### src/rtl/bus_arbiter_rr.sv
//------------------------------------------------------------------------------
// bus_arbiter_rr : round-robin bus arbiter with GRANT/ADDR handshake timeouts
//                  and sticky error flags. Optional macro: ARB_INPUT_SYNC_EN.
// Revision      : 1.0
//------------------------------------------------------------------------------
`default_nettype none

module bus_arbiter_rr #(
  parameter int DeviceMaxNumber = 4,
  parameter int TimeoutCycles   = 16
) (
  input  logic                       clk,
  input  logic                       Reset,
  input  logic [DeviceMaxNumber-1:0] BARQ,
  output logic [DeviceMaxNumber-1:0] BAGD,
  input  logic                       AddressValid,
  input  logic                       TargetReady,
  input  logic                       DataStrobe,
  output logic [2:0]                 Error
);

  localparam int OwnerW = (DeviceMaxNumber > 1) ? $clog2(DeviceMaxNumber) : 1;
  localparam int CntW   = $clog2(TimeoutCycles + 1);
  localparam int InW    = DeviceMaxNumber + 3;

  typedef enum logic [1:0] {
    IDLE  = 2'd0,
    GRANT = 2'd1,
    ADDR  = 2'd2,
    DATA  = 2'd3
  } state_t;

  logic [DeviceMaxNumber-1:0] barq_e;
  logic                       av_e;
  logic                       tr_e;
  logic                       ds_e;

`ifdef ARB_INPUT_SYNC_EN
  logic [InW-1:0] sync1_d, sync1_q;
  logic [InW-1:0] sync2_d, sync2_q;

  always_comb begin
    sync1_d = {BARQ, AddressValid, TargetReady, DataStrobe};
    sync2_d = sync1_q;
  end

  always_ff @(posedge clk or negedge Reset) begin
    if (!Reset) begin
      sync1_q <= '0;
      sync2_q <= '0;
    end else begin
      sync1_q <= sync1_d;
      sync2_q <= sync2_d;
    end
  end

  assign {barq_e, av_e, tr_e, ds_e} = sync2_q;
`else
  logic [InW-1:0] raw_in;
  assign raw_in                     = {BARQ, AddressValid, TargetReady, DataStrobe};
  assign {barq_e, av_e, tr_e, ds_e} = raw_in;
`endif

  state_t                     state_d, state_q;
  logic [DeviceMaxNumber-1:0] bagd_d, bagd_q;
  logic [2:0]                 error_d, error_q;
  logic [CntW-1:0]            cnt_d, cnt_q;
  logic [OwnerW-1:0]          last_owner_d, last_owner_q;

  logic [OwnerW:0]            rr_sum;
  logic [OwnerW-1:0]          rr_idx;
  logic                       rr_found;
  logic [OwnerW-1:0]          winner;
  logic [DeviceMaxNumber-1:0] winner_oh;
  logic                       owner_req;
  logic                       grant_clear;
  logic [2:0]                 err_set;

  // Search begins just after the previous owner and wraps modulo the device count.
  always_comb begin
    rr_sum   = '0;
    rr_idx   = '0;
    rr_found = 1'b0;
    winner   = last_owner_q;
    for (int i = 1; i <= DeviceMaxNumber; i++) begin
      rr_sum = {1'b0, last_owner_q} + (OwnerW+1)'(i);
      if (rr_sum >= (OwnerW+1)'(DeviceMaxNumber)) begin
        rr_sum = rr_sum - (OwnerW+1)'(DeviceMaxNumber);
      end
      rr_idx = rr_sum[OwnerW-1:0];
      if (!rr_found && barq_e[rr_idx]) begin
        rr_found = 1'b1;
        winner   = rr_idx;
      end
    end
    winner_oh         = '0;
    winner_oh[winner] = 1'b1;
  end

  assign owner_req = barq_e[last_owner_q];

  always_comb begin
    state_d      = state_q;
    bagd_d       = bagd_q;
    cnt_d        = cnt_q;
    last_owner_d = last_owner_q;
    grant_clear  = 1'b0;
    err_set      = 3'b000;
    err_set[2]   = ds_e && (state_q != DATA);

    case (state_q)
      IDLE: begin
        if (|barq_e) begin
          state_d      = GRANT;
          bagd_d       = winner_oh;
          last_owner_d = winner;
          cnt_d        = '0;
          grant_clear  = 1'b1;
        end
      end
      // A dropped request beats a same-cycle handshake; a handshake beats a same-cycle timeout.
      GRANT: begin
        if (!owner_req) begin
          state_d = IDLE;
          bagd_d  = '0;
        end else if (av_e) begin
          state_d = ADDR;
          cnt_d   = '0;
        end else if (cnt_q == CntW'(TimeoutCycles - 1)) begin
          state_d    = IDLE;
          bagd_d     = '0;
          err_set[0] = 1'b1;
        end else begin
          cnt_d = cnt_q + CntW'(1);
        end
      end
      ADDR: begin
        if (!owner_req) begin
          state_d = IDLE;
          bagd_d  = '0;
        end else if (tr_e) begin
          state_d = DATA;
        end else if (cnt_q == CntW'(TimeoutCycles - 1)) begin
          state_d    = IDLE;
          bagd_d     = '0;
          err_set[1] = 1'b1;
        end else begin
          cnt_d = cnt_q + CntW'(1);
        end
      end
      DATA: begin
        if (!owner_req) begin
          state_d = IDLE;
          bagd_d  = '0;
        end
      end
      default: begin
        state_d = IDLE;
        bagd_d  = '0;
      end
    endcase

    // New error events override the clear that accompanies a fresh grant.
    error_d = (grant_clear ? 3'b000 : error_q) | err_set;
  end

  always_ff @(posedge clk or negedge Reset) begin
    if (!Reset) begin
      state_q      <= IDLE;
      bagd_q       <= '0;
      error_q      <= 3'b000;
      cnt_q        <= '0;
      last_owner_q <= OwnerW'(DeviceMaxNumber - 1);
    end else begin
      state_q      <= state_d;
      bagd_q       <= bagd_d;
      error_q      <= error_d;
      cnt_q        <= cnt_d;
      last_owner_q <= last_owner_d;
    end
  end

  assign BAGD  = bagd_q;
  assign Error = error_q;

endmodule

`default_nettype wire

### config.mk
export PLATFORM = sky130hd
export DESIGN_NAME = bus_arbiter_rr
export DESIGN_NICKNAME = d
export VERILOG_FILES = /design/src/rtl/bus_arbiter_rr.sv
export SDC_FILE = /design/constraint.sdc
export NUM_CORES = 1
export LEC_CHECK = 0
export CORE_ASPECT_RATIO = 1.2
export CORE_UTILIZATION = 60
export DETAILED_ROUTE_END_ITERATION = 10
export DONT_BUFFER_PORTS = 1
export PLACE_DENSITY = 0.79
export SLEW_MARGIN = 5
export SYNTH_ARGS = -nofsm -noshare
export SYNTH_HDL_FRONTEND = slang
export SYNTH_SLANG_ARGS = --single-unit
export TNS_END_PERCENT = 100
### constraint.sdc
create_clock -name clk -period 2.2 [get_ports clk]
set_clock_uncertainty 0.1 [all_clocks]
set_input_delay 0.22 -clock clk [delete_from_list [all_inputs] [get_ports clk]]
set_output_delay 0.22 -clock clk [all_outputs]
set_load 0.03 [all_outputs]
==> results of run 1 <==
[worst reg2reg max path, delay by kind of cell, from the launching register on]
| family | cells | cell delay [ns] |
|---|---|---|
| flip-flops | 1 | 0.62 |
| AO/OA/AOI/OAI | 3 | 0.58 |
| multiplexers | 1 | 0.54 |
| buffers and inverters | 1 | 0.14 |
[cell usage in the layout (no fill, tap or decap), types with 2 or more instances in the layout]
cell and instances:
nand2_1 19, dfrtp_1 14, o21ai_0 7, a21oi_1 7
o31ai_1 5, buf_4 5, nor2_1 4, a32o_1 4
ha_1 4, inv_1 3, nand2b_1 3, clkbuf_4 3
nand3_1 2, nand4b_1 2, nor2b_1 2, mux2i_1 2
and2_1 2, a221o_1 2, nor3_1 2, dlygate4sd3_1 2
dfstp_2 2
[sequential cells by signal (all words and copies together) (netlist names)]
register / flops
Error: 3
BAGD: 4
cnt_q: 5
last_owner_q: 2
state_q: 2
[layout make-up]
type	instances	area [um2]	share of cell area (%)
Sequential cell	16	403	35.0
Clock buffer	4	36.3	3.15
Tap cell	18	22.5	1.96
Timing Repair Buffer	7	57.6	5.00
Multi-Input combinational cell	87	617	53.6
Inverter	4	15.0	1.30
[synth_stat cells (2+ instances only)]
master | instances | area share, %
a21oi_1 | 7 | 3.4
a221o_1 | 2 | 1.9
a32o_1 | 4 | 3.9
and2_1 | 2 | 1.2
dfrtp_1 | 14 | 34
dfstp_2 | 2 | 5.1
ha_1 | 6 | 7.2
inv_1 | 4 | 1.4
mux2i_1 | 2 | 1.9
nand2_1 | 19 | 6.9
nand2b_1 | 3 | 1.8
nand3_1 | 2 | 0.97
nand4b_1 | 2 | 1.7
nor2_1 | 4 | 1.4
nor2b_1 | 2 | 1.2
nor3_1 | 2 | 0.97
o21ai_0 | 7 | 3.4
o31ai_1 | 5 | 3.6
[final timing paths]
kind                       slack, ns         endpoint             from  depth (start not counted)
setup / recovery                0.12       state_q[1]  last_owner_q[1]                          5
max in group asynchronous       1.27       state_q[1]            Reset                          1
setup reg to reg                0.12       state_q[1]  last_owner_q[1]                          5
min in group asynchronous       0.29          BAGD[0]            Reset                          1
hold / removal                  0.02         Error[1]      TargetReady                          2
hold reg to reg                 0.45  last_owner_q[1]  last_owner_q[1]                          2
[what timing repair did]
item	4_1_cts	5_1_grt
hold endpoints to repair	17	0
pin swaps	1	3
hold buffers	2	0
setup endpoints to repair	3	4
setup buffers	0	3
resized for setup	0	4
[kinds of logic after synthesis]
logic type                 after synthesis
and+or+nand+nor                         44
adders and majority gates                6
DFF                                     16
AOI/OAI and AO/OA                       33
muxes                                    4
buffers and inverters                    6
[power by group through the flow]
stage	Combinational, mW	Sequential (mW)	Clock, mW
floorplan	0.618	0.519	0
global placement	0.666	0.570	0
detailed placement	0.688	0.575	0
CTS	0.696	0.568	0.201
global route	0.861	0.583	0.209
finish	0.782	0.569	0.202
[per-layer routing]
metal / wire length [um] / share of wire, % / track usage (%) / vias to the layer above
li1: - / - / - / 424
met1: 878 / 40 / 29.7 / 417
met2: 1170 / 53 / 43.9 / 26
met3: 93 / 4.2 / 3.72 / 7
met4: 56 / 2.5 / 10.3 / 0
met5: 0 / 0 / 0 / -
==> impl_metrics.env, run 1 <==
export IMPL_status="finished clean"
export IMPL_p_seq_share_pct=36.7
export IMPL_place_ws_ns=0.00785
export IMPL_syn_nets=124
export IMPL_muxShareOfSynthArea_pct=5.19
export IMPL_grt_max_degree=17
export IMPL_async_flop_share_pct=100
export IMPL_routedWlPerCell_um=16.2
export IMPL_synth_seq_area_share_pct=38.9
export IMPL_synth_distinct_cells=38
export IMPL_power_switching_mw=0.712
export IMPL_synth_adder_area_share_pct=7.25
export IMPL_tightest_slew_ns=0.689
export IMPL_place_area_um2=1060
export IMPL_path_buf_inv=1
export IMPL_fin_area_um2=1150
export IMPL_diodes=0
export IMPL_root_buffer="clkbuf_4"
export IMPL_core_area_um2=1620
export IMPL_wl_mm=2.20
export IMPL_arrival_ns=2.17
export IMPL_start_kind="flip-flop"
export IMPL_num_nets_final=134
export IMPL_io_pins=16
export IMPL_area_delta_synth_final_pct=11.1
export IMPL_syn_inst=109
export IMPL_die_area_um2=1900
export IMPL_irDropWorstVdd_uv=892
export IMPL_fin_crit_sh_pct=94.5
export IMPL_avgSynthCellArea_um2=9.50
export IMPL_power_leakage_nw=0.490
export IMPL_cts_sinks=16
export IMPL_syn_cell_area_um2=1040
export IMPL_ys_seq_elements=16
export IMPL_drc=0
export IMPL_clkLatencyLatePin_ns=0.30
export IMPL_via_per_inst=6.43
export IMPL_internal_power_mw=0.841
export IMPL_dr_pass1_iters=4
export IMPL_path_cells="buf_4 > mux4_2 > a22oi_1 > o41ai_1 > a32o_1"
export IMPL_cp_top_family="flip-flops"
export IMPL_die_h_um=47.5
export IMPL_drv_slew=0
export IMPL_maxCapViolCount=0
export IMPL_pwr_share_comb_pct=50.4
export IMPL_setup_viol=0
export IMPL_cts_tree="yes"
export IMPL_dp_final_hpwl_mm=1.64
export IMPL_synth_top_family_by_area="compound AO/OA/AOI/OAI gates"
export IMPL_clock_fmax_mhz=481
export IMPL_final_setup_tns_ns=0
export IMPL_synth_edff_count=0
export IMPL_p_total_mw=1.55
export IMPL_stdcell_count=136
export IMPL_routabilityCongestion=0.859
export IMPL_grt_pass1_wl_mm=3.24
export IMPL_fin_ws_ns=0.121
export IMPL_grt_ovfl_total=0
export IMPL_cp_required_ns=2.29
export IMPL_numPortBuffers=0
export IMPL_ys_flop_type="dfrtp_1"
export IMPL_synth_compound_area_share_pct=23.8
export IMPL_worst_slew_margin_rel_pct=53.9
export IMPL_cp_slowest_stage_delay_ns=0.62
export IMPL_synth_xor_area_share_pct=0
export IMPL_drive_above_1_share_pct=17.8
export IMPL_holdWs_ns=0.0237
export IMPL_final_hold_viol_count=0
export IMPL_dp_cells=127
export IMPL_cts_htree_levels=1
export IMPL_cellPowerDensity_nw_per_um2=1350
export IMPL_clk_pin_slew_ns=0.09
export IMPL_ys_warn_count=0
export IMPL_drt_iter0_markers=16
export IMPL_hold_path_class="in2reg"
export IMPL_power_frac_clock_pct=13.0
export IMPL_grt_usage_pct=25.0
export IMPL_die_width_um=39.9
export IMPL_rows=16
export IMPL_worst_setup_path_end_kind="flip-flop"
export IMPL_synthSimpleGateAreaFrac_pct=21.9
export IMPL_cts_buffer_depth=2
export IMPL_path_class="reg2reg"
export IMPL_antenna_found_initial=0
export IMPL_grt_pass1_vias=790
export IMPL_nFillCells=123
export IMPL_period_needed_ns=2.08
export IMPL_initial_core_util_pct=63.9
export IMPL_via_count=874
export IMPL_fin_util_pct=71.0
export IMPL_cts_buffers_inserted=3
export IMPL_detail_route_antenna_nets=0
export IMPL_sw_frac_of_total_pct=45.8
export IMPL_crit_slowest_cell="dfstp_2"
export IMPL_cp_max_fo=7
Power figures use the tool's default switching activity.
==> inputs of run 2 (changes only) <==
==> constraint.sdc (replaced) <==
create_clock -name clk -period 2.55 [get_ports clk]
set_clock_uncertainty 0.1 [all_clocks]
set_input_delay 0.51 -clock clk [delete_from_list [all_inputs] [get_ports clk]]
set_output_delay 0.51 -clock clk [all_outputs]
set_load 0.03 [all_outputs]
==> impl_metrics.env, run 2 (synthesized netlist as in run 1, its figures left out) <==
export IMPL_status="finished clean"
export IMPL_antenna_found_initial=0
export IMPL_nFillCells=124
export IMPL_maxCapViolCount=0
export IMPL_place_area_um2=1050
export IMPL_fin_crit_sh_pct=88.4
export IMPL_cts_setup_buffers=0
export IMPL_numPortBuffers=0
export IMPL_drv_slew=0
export IMPL_pwr_share_comb_pct=47.7
export IMPL_drive_above_1_share_pct=12.4
export IMPL_cts_buffer_depth=2
export IMPL_root_buffer="clkbuf_4"
export IMPL_timing_rr_end="cnt_q[1]"
export IMPL_worst_setup_path_end_kind="flip-flop"
export IMPL_clk_pin_slew_ns=0.09
export IMPL_area_delta_synth_final_pct=5.80
export IMPL_dr_pass1_iters=4
export IMPL_arrival_ns=2.34
export IMPL_hold_end="Error[2]"
export IMPL_path_class="reg2reg"
export IMPL_cts_tree="yes"
export IMPL_die_width_um=39.9
export IMPL_initial_core_util_pct=63.9
export IMPL_fin_ws_ns=0.297
export IMPL_dp_cells=126
export IMPL_cellPowerDensity_nw_per_um2=1160
export IMPL_fin_area_um2=1100
export IMPL_multiInputGateArea_um2=602
export IMPL_dp_final_hpwl_mm=1.63
export IMPL_rows=16
export IMPL_irDropWorstVdd_uv=672
export IMPL_grt_pass1_wl_mm=3.20
export IMPL_num_nets_final=129
export IMPL_die_area_um2=1900
export IMPL_final_common_cell="nand2_1"
export IMPL_power_switching_mw=0.594
export IMPL_sw_frac_of_total_pct=46.8
export IMPL_diodes=0
export IMPL_power_frac_clock_pct=13.4
export IMPL_drt_iter0_markers=20
export IMPL_detail_route_antenna_nets=0
export IMPL_via_count=862
export IMPL_hold_path_class="in2reg"
export IMPL_final_hold_viol_count=0
export IMPL_stdcell_count=131
export IMPL_cts_htree_levels=1
export IMPL_rr_worst_depth=7
export IMPL_cts_sinks=16
export IMPL_grt_ovfl_total=0
export IMPL_cp_required_ns=2.64
export IMPL_power_leakage_nw=0.468
export IMPL_reg2reg_slack_ns=0.30
export IMPL_final_cell_mix="nand2_1, dfrtp_1, o21ai_0, a21oi_1, ha_1"
export IMPL_p_seq_share_pct=38.9
export IMPL_rsz0062_at_grt="false"
export IMPL_grt_pass1_vias=755
export IMPL_grt_max_degree=17
export IMPL_core_area_um2=1620
export IMPL_setup_viol=0
export IMPL_via_per_inst=6.58
export IMPL_clock_fmax_mhz=444
export IMPL_final_setup_tns_ns=0
export IMPL_worst_slew_margin_rel_pct=52.4
export IMPL_routabilityCongestion=0.859
export IMPL_top_register="cnt_q"
export IMPL_die_h_um=47.5
export IMPL_period_needed_ns=2.25
export IMPL_holdWs_ns=0.257
export IMPL_whs_path_depth=2
export IMPL_io_pins=16
export IMPL_cp_max_fo=8
export IMPL_drc=0
export IMPL_tightest_slew_ns=0.711
export IMPL_routedWlPerCell_um=16.6
export IMPL_grt_usage_pct=24.8
export IMPL_place_ws_ns=0.319
export IMPL_cts_buffers_inserted=3
export IMPL_clkLatencyLatePin_ns=0.29
export IMPL_ctsResizeCount=0
export IMPL_internal_power_mw=0.677
export IMPL_wl_mm=2.18
export IMPL_largest_reg_flops=5
export IMPL_start_kind="flip-flop"
export IMPL_crit_reg2reg_launch="state_q[1]"
export IMPL_ff_latch_area_um2=403
export IMPL_hold_start="DataStrobe"
[run 2: routing by layer]
metal  share of wire [%]  global-route usage, %  vias to the layer above  wire (um)
met5                   0                      0                        -          0
met3                 4.0                   3.72                        2         88
met4                 1.5                   9.66                        0         32
met1                  42                   29.2                      418        925
li1                    -                      -                      417          -
met2                  52                   44.2                       25       1130
[run 2: worst max-delay path: stages (launching register included)]
cell,delay [ns]
dfrtp_1,0.42
inv_1,0.10
ha_1,0.25
nor2b_1,0.15
a221o_1,0.38
a221oi_4,0.43
nand2_2,0.10
a32o_1,0.22
[run 2: repair_timing]
| item | 4_1_cts | 5_1_grt |
|---|---|---|
| endpoints found under the setup margin | 0 | 0 |
| hold buffers | 1 | 0 |
| endpoints found under the hold margin | 16 | 0 |
[run 2: final cells by class]
| type | count | area share [%] |
|---|---|---|
| Clock buffer | 4 | 3.31 |
| Inverter | 4 | 1.37 |
| Multi-Input combinational cell | 87 | 54.9 |
| Sequential cell | 16 | 36.8 |
| Tap cell | 18 | 2.05 |
| Timing Repair Buffer | 2 | 1.60 |
[run 2: through the flow]
step / total power, mW / util (%)
2_1_floorplan: 0.981 / -
3_3_place_gp: 1.06 / 64.7
3_5_place_dp: 1.09 / 64.7
4_1_cts: 1.27 / 67.6
5_1_grt: 1.35 / 67.6
6_report: 1.27 / 67.6
[run 2: worst max path at each step]
stage                     startpoint  endpoint  slack [ns]  cells after the start
after floorplan           state_q[1]  cnt_q[1]        0.52                      7
after global placement    state_q[1]  cnt_q[0]        0.44                      7
after detailed placement  state_q[1]  cnt_q[1]        0.32                      7
after CTS                 state_q[1]  cnt_q[1]        0.30                      7
after global routing      state_q[1]  cnt_q[1]        0.20                      7
final                     state_q[1]  cnt_q[1]        0.30                      7
[run 2: power groups by stage]
stage	registers (mW)	logic, mW	clock network (mW)
after CTS	0.494	0.599	0.173
after global placement	0.492	0.571	0
after global routing	0.508	0.661	0.183
final	0.494	0.606	0.171
after detailed placement	0.499	0.590	0
after floorplan	0.448	0.533	0
==> inputs of run 3 (changes only) <==
Settings changed: CORE_MARGIN set to 2, CORE_UTILIZATION 60 to 55, CTS_BUF_LIST set to sky130_fd_sc_hd__clkbuf_4 sky130_fd_sc_hd__clkbuf_8, PLACE_DENSITY 0.79 to 0.73.
==> impl_metrics.env, run 3 (synthesized netlist as in run 1, its figures left out) <==
export IMPL_status="finished clean"
export IMPL_io_pins=16
export IMPL_detail_route_antenna_nets=0
export IMPL_cts_sinks=16
export IMPL_grt_pass1_wl_mm=3.36
export IMPL_cts_buffers_inserted=3
export IMPL_dp_final_hpwl_mm=1.59
export IMPL_sw_frac_of_total_pct=46.4
export IMPL_arrival_ns=2.30
export IMPL_maxCapViolCount=0
export IMPL_wl_mm=2.12
export IMPL_irDropWorstVdd_uv=575
export IMPL_clk_pin_slew_ns=0.10
export IMPL_power_leakage_nw=0.468
export IMPL_pwr_share_comb_pct=46.9
export IMPL_area_delta_synth_final_pct=5.92
export IMPL_antenna_found_initial=0
export IMPL_final_hold_viol_count=0
export IMPL_drive_above_1_share_pct=12.4
export IMPL_routabilityCongestion=0.835
export IMPL_routedWlPerCell_um=16.0
export IMPL_cellPowerDensity_nw_per_um2=1150
export IMPL_grt_pass1_vias=796
export IMPL_path_class="reg2reg"
export IMPL_largest_reg_flops=5
export IMPL_internal_power_mw=0.675
export IMPL_clkLatencyLatePin_ns=0.30
export IMPL_cts_tree="yes"
export IMPL_drv_slew=0
export IMPL_rows=17
export IMPL_clock_fmax_mhz=454
export IMPL_via_count=862
export IMPL_worst_slew_margin_rel_pct=52.9
export IMPL_reg2reg_slack_ns=0.35
export IMPL_place_ws_ns=0.357
export IMPL_fin_crit_sh_pct=86.4
export IMPL_p_seq_share_pct=39.1
export IMPL_root_buffer="clkbuf_4"
export IMPL_dp_cells=127
export IMPL_drt_iter0_markers=25
export IMPL_grt_usage_pct=20.5
export IMPL_start_kind="flip-flop"
export IMPL_cts_htree_levels=1
export IMPL_worst_setup_path_end_kind="flip-flop"
export IMPL_final_cell_mix="nand2_1, dfrtp_1, o21ai_0, a21oi_1, ha_1"
export IMPL_initial_core_util_pct=57.3
export IMPL_die_width_um=43.6
export IMPL_cp_required_ns=2.65
export IMPL_cts_buffer_depth=2
export IMPL_final_common_cell="nand2_1"
export IMPL_rsz0062_at_grt="false"
export IMPL_grt_ovfl_total=0
export IMPL_die_area_um2=2250
export IMPL_fin_util_pct=60.7
export IMPL_numPortBuffers=0
export IMPL_hold_path_class="in2reg"
export IMPL_period_needed_ns=2.20
export IMPL_top_register="cnt_q"
export IMPL_final_setup_tns_ns=0
export IMPL_power_frac_clock_pct=14.0
export IMPL_setup_viol=0
export IMPL_via_per_inst=6.53
export IMPL_cp_max_fo=8
export IMPL_fin_ws_ns=0.347
export IMPL_die_h_um=51.5
export IMPL_drc=0
export IMPL_tightest_slew_ns=0.704
export IMPL_dr_pass1_iters=4
export IMPL_num_nets_final=129
export IMPL_diodes=0
export IMPL_grt_max_degree=17
export IMPL_core_area_um2=1810
export IMPL_power_switching_mw=0.584
export IMPL_stdcell_count=132
run 3: cell counts in the layout (fill, tap and decap cells not counted):
Identical to the previous run, type by type.
run 3: stage by stage:
stage | hold slack, ns | power, mW | area, um2
finish | 0.235 | 1.26 | 1100
floorplan | 0.114 | 0.981 | 1040
detailed placement | 0.115 | 1.08 | 1050
global placement | 0.115 | 1.07 | 1050
CTS | 0.243 | 1.26 | 1100
global route | 0.239 | 1.36 | 1100
run 3: worst paths after layout:
kind / start / cells after the start / endpoint
worst min-delay path: DataStrobe / 2 / Error[2]
worst min register to register: cnt_q[1] / 1 / cnt_q[1]
worst max register to register: state_q[1] / 7 / cnt_q[0]
worst max-delay path: state_q[1] / 7 / cnt_q[0]
max in group asynchronous: Reset / 1 / cnt_q[0]
min in group asynchronous: Reset / 1 / Error[1]
run 3: per-layer routing:
layer | global-route usage [%] | vias up | part of all wire, %
li1 | - | 417 | -
met1 | 23.8 | 403 | 42
met2 | 32.8 | 32 | 50
met3 | 4.51 | 10 | 4.9
met4 | 14.1 | 0 | 3.1
met5 | 0 | - | 0
run 3: worst max-delay path, stage by stage, from the launching register on:
cell      delay [ns]
dfrtp_1         0.40
inv_1           0.09
ha_1            0.24
nor2b_1         0.15
a221o_1         0.38
a221oi_4        0.42
nand2_2         0.09
a32o_1          0.22
run 3: final cells by class:
class,instances,area [um2]
Sequential cell,16,403
Fill cell,156,711
Multi-Input combinational cell,87,602
Inverter,4,15.0
Tap cell,19,23.8
Clock buffer,4,36.3
Timing Repair Buffer,2,17.5
run 3: power by group through the flow:
stage	clock [mW]	combinational, mW	sequential [mW]
5_1_grt	0.186	0.662	0.508
2_1_floorplan	0	0.533	0.448
3_3_place_gp	0	0.578	0.493
4_1_cts	0.177	0.592	0.494
3_5_place_dp	0	0.584	0.499
6_report	0.176	0.591	0.492
run 3: what timing repair did:
item / 4_1_cts / 5_1_grt
hold buffers: 1 / 0
endpoints found under the hold margin: 16 / 0
gates resized for setup: 0 / 0
setup buffers: 0 / 0
